File: src/rtl/wb_arbiter.sv
// rtl/wb_arbiter.sv - writeback arbiter: ALU results win, load/mul/div results buffered in a FIFO
// Squashing keeps a younger ALU write from being overwritten by an older buffered result.
module wb_arbiter #(
  parameter int FIFO_DEPTH = 4
) (
  input  logic                          clk,
  input  logic                          reset,
  input  logic                          alu_valid,
  input  logic [4:0]                    alu_rd,
  input  logic [31:0]                   alu_data,
  input  logic                          lsu_valid,
  output logic                          lsu_ready,
  input  logic [4:0]                    lsu_rd,
  input  logic [31:0]                   lsu_data,
  output logic                          rf_write_enable,
  output logic [4:0]                    rf_write_addr,
  output logic [31:0]                   rf_write_data,
  output logic [$clog2(FIFO_DEPTH):0]   fifo_count,
  output logic [31:0]                   busy_mask
);

  localparam int PW = $clog2(FIFO_DEPTH);
  localparam logic [PW:0] DEPTH_C = (PW+1)'(FIFO_DEPTH);

  logic [PW-1:0]         wr_ptr;
  logic [PW-1:0]         rd_ptr;
  logic [4:0]            rd_mem   [FIFO_DEPTH];
  logic [31:0]           data_mem [FIFO_DEPTH];
  logic [FIFO_DEPTH-1:0] vld_mem;
  logic                  reset_q;
  logic                  alu_write;
  logic                  accept;
  logic                  push;
  logic                  pop;

  // reset_q holds lsu_ready low for the first cycle after reset is released
  assign lsu_ready = !reset && !reset_q && (fifo_count < DEPTH_C);
  assign alu_write = alu_valid && (alu_rd != 5'd0);
  assign accept    = lsu_valid && lsu_ready;
  assign push      = accept && (lsu_rd != 5'd0);
  assign pop       = !alu_write && (fifo_count != '0);

  always_ff @(posedge clk) begin
    reset_q <= reset;
  end

  always_ff @(posedge clk) begin
    if (reset) begin
      wr_ptr     <= '0;
      rd_ptr     <= '0;
      fifo_count <= '0;
    end else begin
      if (push) wr_ptr <= wr_ptr + 1'b1;
      if (pop)  rd_ptr <= rd_ptr + 1'b1;
      case ({push, pop})
        2'b10:   fifo_count <= fifo_count + 1'b1;
        2'b01:   fifo_count <= fifo_count - 1'b1;
        default: fifo_count <= fifo_count;
      endcase
    end
  end

  always_ff @(posedge clk) begin
    if (push) begin
      rd_mem[wr_ptr]   <= lsu_rd;
      data_mem[wr_ptr] <= lsu_data;
    end
  end

  // Later assignments win: a same-edge push is never squashed, freed slots read as invalid
  always_ff @(posedge clk) begin
    if (reset) begin
      vld_mem <= '0;
    end else begin
      for (int i = 0; i < FIFO_DEPTH; i++) begin
        if (alu_write && (rd_mem[i] == alu_rd)) vld_mem[i] <= 1'b0;
      end
      if (pop)  vld_mem[rd_ptr] <= 1'b0;
      if (push) vld_mem[wr_ptr] <= 1'b1;
    end
  end

  always_ff @(posedge clk) begin
    if (reset) begin
      rf_write_enable <= 1'b0;
      rf_write_addr   <= 5'd0;
      rf_write_data   <= 32'd0;
    end else if (alu_write) begin
      rf_write_enable <= 1'b1;
      rf_write_addr   <= alu_rd;
      rf_write_data   <= alu_data;
    end else if (pop) begin
      rf_write_enable <= vld_mem[rd_ptr];
      if (vld_mem[rd_ptr]) begin
        rf_write_addr <= rd_mem[rd_ptr];
        rf_write_data <= data_mem[rd_ptr];
      end
    end else begin
      rf_write_enable <= 1'b0;
    end
  end

  always_comb begin
    busy_mask = 32'd0;
    if (!reset) begin
      for (int i = 0; i < FIFO_DEPTH; i++) begin
        if (vld_mem[i]) busy_mask[rd_mem[i]] = 1'b1;
      end
    end
  end

endmodule
File: config.mk
export PLATFORM = sky130hd
export DESIGN_NAME = wb_arbiter
export DESIGN_NICKNAME = d
export VERILOG_FILES = /design/src/rtl/wb_arbiter.sv
export SDC_FILE = /design/constraint.sdc
export NUM_CORES = 1
export LEC_CHECK = 0
export CORE_ASPECT_RATIO = 1.25
export CORE_MARGIN = 1.5
export CORE_UTILIZATION = 48
export DETAILED_ROUTE_END_ITERATION = 6
export PLACE_DENSITY = 0.76
export SYNTH_ARGS = -nofsm -noshare
export SYNTH_HDL_FRONTEND = slang
export SYNTH_SLANG_ARGS = --single-unit
File: constraint.sdc
create_clock -name clk -period 2.87 [get_ports clk]
set_clock_uncertainty 0.15 [all_clocks]
set_input_delay 0.574 -clock clk [delete_from_list [all_inputs] [get_ports clk]]
set_output_delay 0.574 -clock clk [all_outputs]
set_load 0.05 [all_outputs]
==> results of run 1 <==
==> synth_stat cells <==
cell type	number	area share, %
nand3_1	15	0.84
xor2_1	2	0.20
a221oi_1	11	1.1
buf_2	15	0.84
and3b_1	7	0.69
and2_1	1	0.070
o21ai_0	1	0.056
edfxtp_1	148	50
nor2_1	69	2.9
mux2i_1	5	0.56
mux4_2	38	9.6
o22ai_1	43	3.0
a21oi_1	37	2.1
fa_1	1	0.22
nand3b_1	9	0.76
or4_4	1	0.13
or3b_2	2	0.20
o311ai_0	4	0.39
nor3_1	38	2.1
ha_1	9	1.3
buf_6	4	0.50
and3_1	7	0.49
xnor2_1	22	2.2
or3_1	2	0.14
inv_1	14	0.59
dfxtp_1	52	12
or2_2	2	0.14
nand2_1	19	0.80
a32oi_1	1	0.098
buf_1	1	0.042
nor3b_1	16	1.3
a211oi_1	4	0.34
clkbuf_1	37	1.6
o21ai_4	1	0.18
a22oi_1	37	3.1
==> area by class of cell <==
type	instances	area [um^2]
Clock buffer	17	425
Clock inverter	15	169
Fill cell	1363	6260
Inverter	14	67.6
Multi-Input combinational cell	404	3250
Sequential cell	200	5490
Tap cell	228	285
Timing Repair Buffer	213	2220
==> routing by layer <==
| metal | vias up | global-route usage, % |
|---|---|---|
| li1 | 2970 | - |
| met1 | 3321 | 30.5 |
| met2 | 333 | 43.6 |
| met3 | 65 | 4.40 |
| met4 | 0 | 13.2 |
| met5 | - | 0 |
==> power groups by stage <==
stage                     Clock (mW)  Combinational (mW)  Sequential, mW
after floorplan                    0               0.809            3.55
after global placement             0                1.42            3.39
after detailed placement           0                1.44            3.40
after CTS                       2.42                1.46            3.33
after global routing            2.52                1.55            3.35
final                           2.39                1.45            3.33
==> cells by family (layout without fill, tap and decap cells) <==
family	after synthesis	count (layout)	share of synthesized area (%)
buffers and inverters	71	259	3.53
multiplexers	43	43	10.2
adder cells (fa/ha/maj)	10	10	1.49
AND/OR/NAND/NOR	188	188	10.6
XOR/XNOR	24	24	2.36
AO/OA/AOI/OAI	139	139	10.4
flip-flops	200	200	61.5
==> through the flow <==
step | std cells | hold WS [ns] | power, mW | util (%)
finish | 1091 | 0.412 | 7.17 | 65.5
global route | 1091 | 0.438 | 7.42 | 65.5
CTS | 1074 | 0.415 | 7.21 | 64.5
detailed placement | 1034 | 0.404 | 4.84 | 60.6
global placement | 1034 | 0.354 | 4.81 | 60.6
floorplan | 675 | 0.361 | 4.36 | -
==> critical path, cell delays in order, from the launching register on <==
cell and delay [ns]:
edfxtp_1 0.41, or3b_2 0.54, o22ai_1 0.23, a221oi_1 0.08, nor2_1 0.23, buf_12 0.18
==> path summary, 6_finish.rpt <==
path / from / end / slack (ns) / cells after the start
worst max register to register: fifo_count[2]$_SDFFE_PP0P_ / fifo_count[2]$_SDFFE_PP0P_ / 0.54 / 8
worst max-delay path: rd_mem[2][1]$_DFFE_PP_ / busy_mask[28] / 0.04 / 5
worst min register to register: fifo_count[0]$_SDFFE_PP0P_ / fifo_count[0]$_SDFFE_PP0P_ / 0.41 / 2
worst min-delay path: fifo_count[0]$_SDFFE_PP0P_ / fifo_count[0]$_SDFFE_PP0P_ / 0.41 / 2
==> state kept, by name (all words and copies together) (netlist names), named ones only <==
register         flops
rf_write_addr        5
vld_mem              4
data_mem           128
reset_q              1
rf_write_enable      1
rf_write_data       32
wr_ptr               2
rd_mem              20
rd_ptr               2
fifo_count           3
==> repair_timing <==
action | in CTS | in global routing
hold endpoints to repair | 0 | 0
pin swaps | 1 | 2
gates resized for setup | 13 | 13
setup endpoints to repair | 14 | 50
buffers inserted | 8 | 17
==> summary.md, run 1 <==
| Metric | Value |
|---|---|
| # DRC | `0` |
| Ratio of cells with drive above 1 in the final layout | `a little under a quarter` |
| Synth Instances | `675` |
| Max Cap Viol | `0` |
| Total wire length | `24600 um` |
| DP Worst Slack | `-0.405 ns` |
| Relative slew slack | `57.7%` |
| Pwr/cell area | `602 nW/um^2` |
| Final period demand of the worst path | `2.83 ns` |
| First-pass GRT wire length | `37400 um` |
| Pre-antenna DRT Iters | `5` |
| Avg Vias per Cell | `6.13` |
| Initial core utilization | `49.1%` |
| Register share of total power | `46.4%` |
| Area growth from synthesis to final layout | `33.5%` |
| Drt wl/cell | `22.5 um` |
| Root Buffer | `clkbuf_16` |
| Core Area | `roughly 18000 um^2` |
| Slew Limit Fails | `0` |
| Worst setup margin | `0.0406 ns` |
| Die height | `approximately 160 um` |
| Wire length on met3 | `1690 um` |
| Row cnt | `55` |
| Die area | `19400 um^2` |
| Synth Register Bits | `200` |
| Distinct cells, synth | `35` |
| CTS max path bufs | `2` |
| Pint | `just over 5 mW` |
| Largest net degree at the start of global routing | `54` |
| Critical Path End Type | `output pin` |
| Final setup vio count | `0` |
| Crit path required time | `2.15 ns` |
| Status | `completed` |
| H-tree levels | `4` |
| Remaining antenna violation count | `0` |
| Final nets | `938` |
| Power share of the combinational group | `20.3%` |
| Port bufs | `151` |
| Metal-1 WL | `9360 um` |
| Syn_nets | `763` |
| Die width | `125 um` |
| Setup_tns | `0 ns` |
| Net switching power | `2.07 mW` |
| Sequential element share of the synthesized area | `between 60% and 70%` |
| Gp weighted congestion | `between 0.9 and 1` |
| Commonest non-fill, non-tap cell in the layout | `edfxtp_1` |
| Hold buffer count at CTS | `0` |
| Peak supply drop | `around 410 uV` |
| Vias after detailed routing | `around 6700` |
| Yosys warning total | `0` |
| DRT iter0 DRCs | `551` |
| RSZ-0062 raised after global routing | `true` |
| CP Max Fanout | `3` |
| Commonest non-fill, non-tap cells in the layout | `edfxtp_1 (148), clkdlybuf4s50_1 (117), buf_4 (68)` |
| GRT Total Usage | `around a quarter` |
| ANT cells | `0` |
| Fin. Hold Viols | `0` |
| GRT overflow | `0` |
| CP Class | `flop to output pin` |
| CTS tree | `yes` |
| Sw frac | `28.9%` |
| Synth Cell Area | `8920 um^2` |
| Ports | `152` |
| Hold Crit Class | `flop to flop` |
| Max Used Layer | `met4` |
| Initial antenna violation count | `0` |
| Synth Area per Inst | `13.2 um^2` |
| Met2 wire length | `12600 um` |
| Tcrit/Tclk final | `a little over nine tenths` |
| Placed inst area | `11000 um^2` |
| Leak Pwr | `3.95 nW` |
| DP HPWL | `16400 um` |
| Worst-margin pin slew | `0.634 ns` |
| Clock sink total | `200` |
| Later-pin clock latency in the skew report | `0.44 ns` |
| Fmax | `353 MHz` |
| Number of global-route vias before repair | `6646` |
| CTS buffer count | `17` |
| WP data arrival | `between 2 and 2.5 ns` |
| Clk slew on worst S/H paths | `0.08 ns` |
| Clock share of power | `33.3%` |
| Final instance area | `11900 um^2` |
| CP Launch Type | `flop` |
No activity file was read; power rests on OpenSTA's default activity.
==> run 2, diff against run 1 <==
REMOVE_ABC_BUFFERS = 1   (was unset)
SETUP_SLACK_MARGIN = 0.15   (was unset)
SLEW_MARGIN = 20   (was unset)
==> run 2 against run 1 <==
  * First-iteration DRC count grew 0.36%
  * Sequential cell count is the same
  * Combinational power grew 3%
  * Largest cell class unchanged
==> summary.md, run 2 (synthesis results as in run 1) <==
| Metric | Value |
|---|---|
| Post-route insts no fill | `around 1100` |
| Fin. Hold Viols | `0` |
| Later-pin clock latency in the skew report | `0.42 ns` |
| DP Worst Slack | `-0.487 ns` |
| CTS tree | `yes` |
| Row cnt | `55` |
| Final nets | `slightly below 1000` |
| Leak Pwr | `between 4 and 5 nW` |
| Die width | `125 um` |
| Crit Reg-Reg Startpoint | `fifo_count[2]$_SDFFE_PP0P_` |
| Largest registers | `data_mem x128, rf_write_data x32, rd_mem x20` |
| Total wire length | `24400 um` |
| Clock sink total | `200` |
| # DRC | `0` |
| CP Launch Type | `flop` |
| Commonest non-fill, non-tap cells in the layout | `edfxtp_1 (148), clkdlybuf4s50_1 (113), buf_4 (89)` |
| Relative slew slack | `between 30% and 40%` |
| Status | `completed` |
| Hold buffer count at CTS | `0` |
| Avg Vias per Cell | `just over 6` |
| Critical Path End Type | `output pin` |
| M3 GR Usage | `5.16%` |
| Hold Crit Depth | `2` |
| Peak supply drop | `425 uV` |
| CTS buffer count | `17` |
| Pwr Total | `7.08 mW` |
| ANT cells | `0` |
| Reg2Reg Depth | `10` |
| Fillers | `1359` |
| DRT iter0 DRCs | `553` |
| CP Class | `flop to output pin` |
| Pwr/cell area | `about 600 nW/um^2` |
| Fmax | `~360 MHz` |
| GRT Total Usage | `25.0%` |
| Max Cap Viol | `0` |
| Die height | `155 um` |
| Largest register FFs | `128` |
| Pre-antenna DRT Iters | `6` |
| FF-to-FF End | `fifo_count[2]$_SDFFE_PP0P_` |
| Worst hold slack | `0.390 ns` |
| Clk slew on worst S/H paths | `roughly 0.070 ns` |
| DP HPWL | `16700 um` |
| Final period demand of the worst path | `roughly 2.7 ns` |
| CP Max Fanout | `6` |
| Global route hottest layer | `met2` |
| Vias after detailed routing | `6773` |
| Core Area | `18200 um^2` |
| CTS max path bufs | `2` |
| Final setup vio count | `0` |
| Tcrit/Tclk final | `95.7%` |
| Die area | `between 15000 and 20000 um^2` |
| Initial antenna violation count | `0` |
| Worst-margin pin slew | `about 0.94 ns` |
| Worst setup margin | `0.123 ns` |
| RSZ-0062 raised after global routing | `true` |
| GR met1 Demand/Resource | `30.1%` |
| Drt wl/cell | `approximately 22 um` |
| Placed cells | `about 1000` |
| Area growth from synthesis to final layout | `35.9%` |
| Commonest non-fill, non-tap cell in the layout | `edfxtp_1` |
| Hold Path End | `rf_write_data[10]$_SDFFE_PP0P_` |
| GRT overflow | `0` |
| Ports | `about 150` |
| Met2 usage in global routing | `43.5%` |
| Reg2Reg Setup Slack | `0.55 ns` |
| Hold Startpoint | `rf_write_data[10]$_SDFFE_PP0P_` |
| First-pass GRT wire length | `37500 um` |
| H-tree levels | `4` |
| Port bufs | `151` |
| Number of global-route vias before repair | `6884` |
| Ratio of cells with drive above 1 in the final layout | `about 28%` |
| Remaining antenna violation count | `0` |
| WP data arrival | `2.02 ns` |
| Slew Limit Fails | `0` |
| Initial core utilization | `49.1%` |
| Gp weighted congestion | `0.927` |
| Most flops, register | `data_mem` |
| Root Buffer | `clkbuf_16` |
| Hold Crit Class | `flop to flop` |
| Largest net degree at the start of global routing | `84` |
| Crit path required time | `2.15 ns` |
[run 2: cell count changes in the layout (fill, tap and decap cells not counted), sizes merged]
| cell | before | now |
|---|---|---|
| clkdlybuf4s50 | 117 | 113 |
| bufinv | 0 | 1 |
| buf | 96 | 118 |
| dlygate4sd2 | 0 | 4 |
| clkinv | 3 | 5 |
| inv | 22 | 19 |
| clkinvlp | 4 | 2 |
| clkbuf | 17 | 20 |
[run 2: what timing repair did]
action                                  in CTS  in global routing
endpoints found under the setup margin      60                 33
setup buffers                               33                 15
gates resized for setup                     36                 38
pin swaps                                    5                  7
endpoints found under the hold margin        0                  0
[run 2: worst max-delay path by stage]
stage,cells after the start,endpoint,start
floorplan,5,data_mem[0][0]$_DFFE_PP_,fifo_count[2]$_SDFFE_PP0P_
global placement,10,fifo_count[2]$_SDFFE_PP0P_,alu_rd[1]
detailed placement,10,fifo_count[2]$_SDFFE_PP0P_,alu_rd[1]
CTS,5,busy_mask[19],rd_mem[2][3]$_DFFE_PP_
global route,5,busy_mask[20],rd_mem[2][1]$_DFFE_PP_
finish,5,busy_mask[19],rd_mem[2][3]$_DFFE_PP_
[run 2: metrics by stage]
step	util, %	area [um^2]	TNS, ns
floorplan	-	8660	-128.45
global placement	59.9	10900	-14.74
CTS	65.2	11900	0
finish	66.7	12100	0
global route	66.7	12100	0
detailed placement	59.9	10900	-15.91
[run 2: routing by layer]
metal  wire length [um]  vias up
met4                959        0
li1                   -     3014
met3               1720       89
met2              12500      397
met5                  0        -
met1               9220     3273
[run 2: worst max-delay path, stage by stage (launching register included)]
cell,delay [ns]
edfxtp_1,0.52
buf_4,0.22
nor3b_4,0.23
a22oi_1,0.14
a21oi_1,0.25
buf_4,0.26
[run 2: layout make-up]
class	instances	area, um^2	area share, %
clock buffer	19	443	3.65
clock inverter	13	139	1.15
inverter	14	52.6	0.434
multi-input combinational	404	3370	27.8
sequential	200	5490	45.3
tap	228	285	2.35
timing repair buffer	236	2340	19.3
[run 2: power by group]
part	internal, mW	switching (mW)
Sequential	3.21	0.0788
Clock	1.25	1.04
Combinational	0.708	0.789
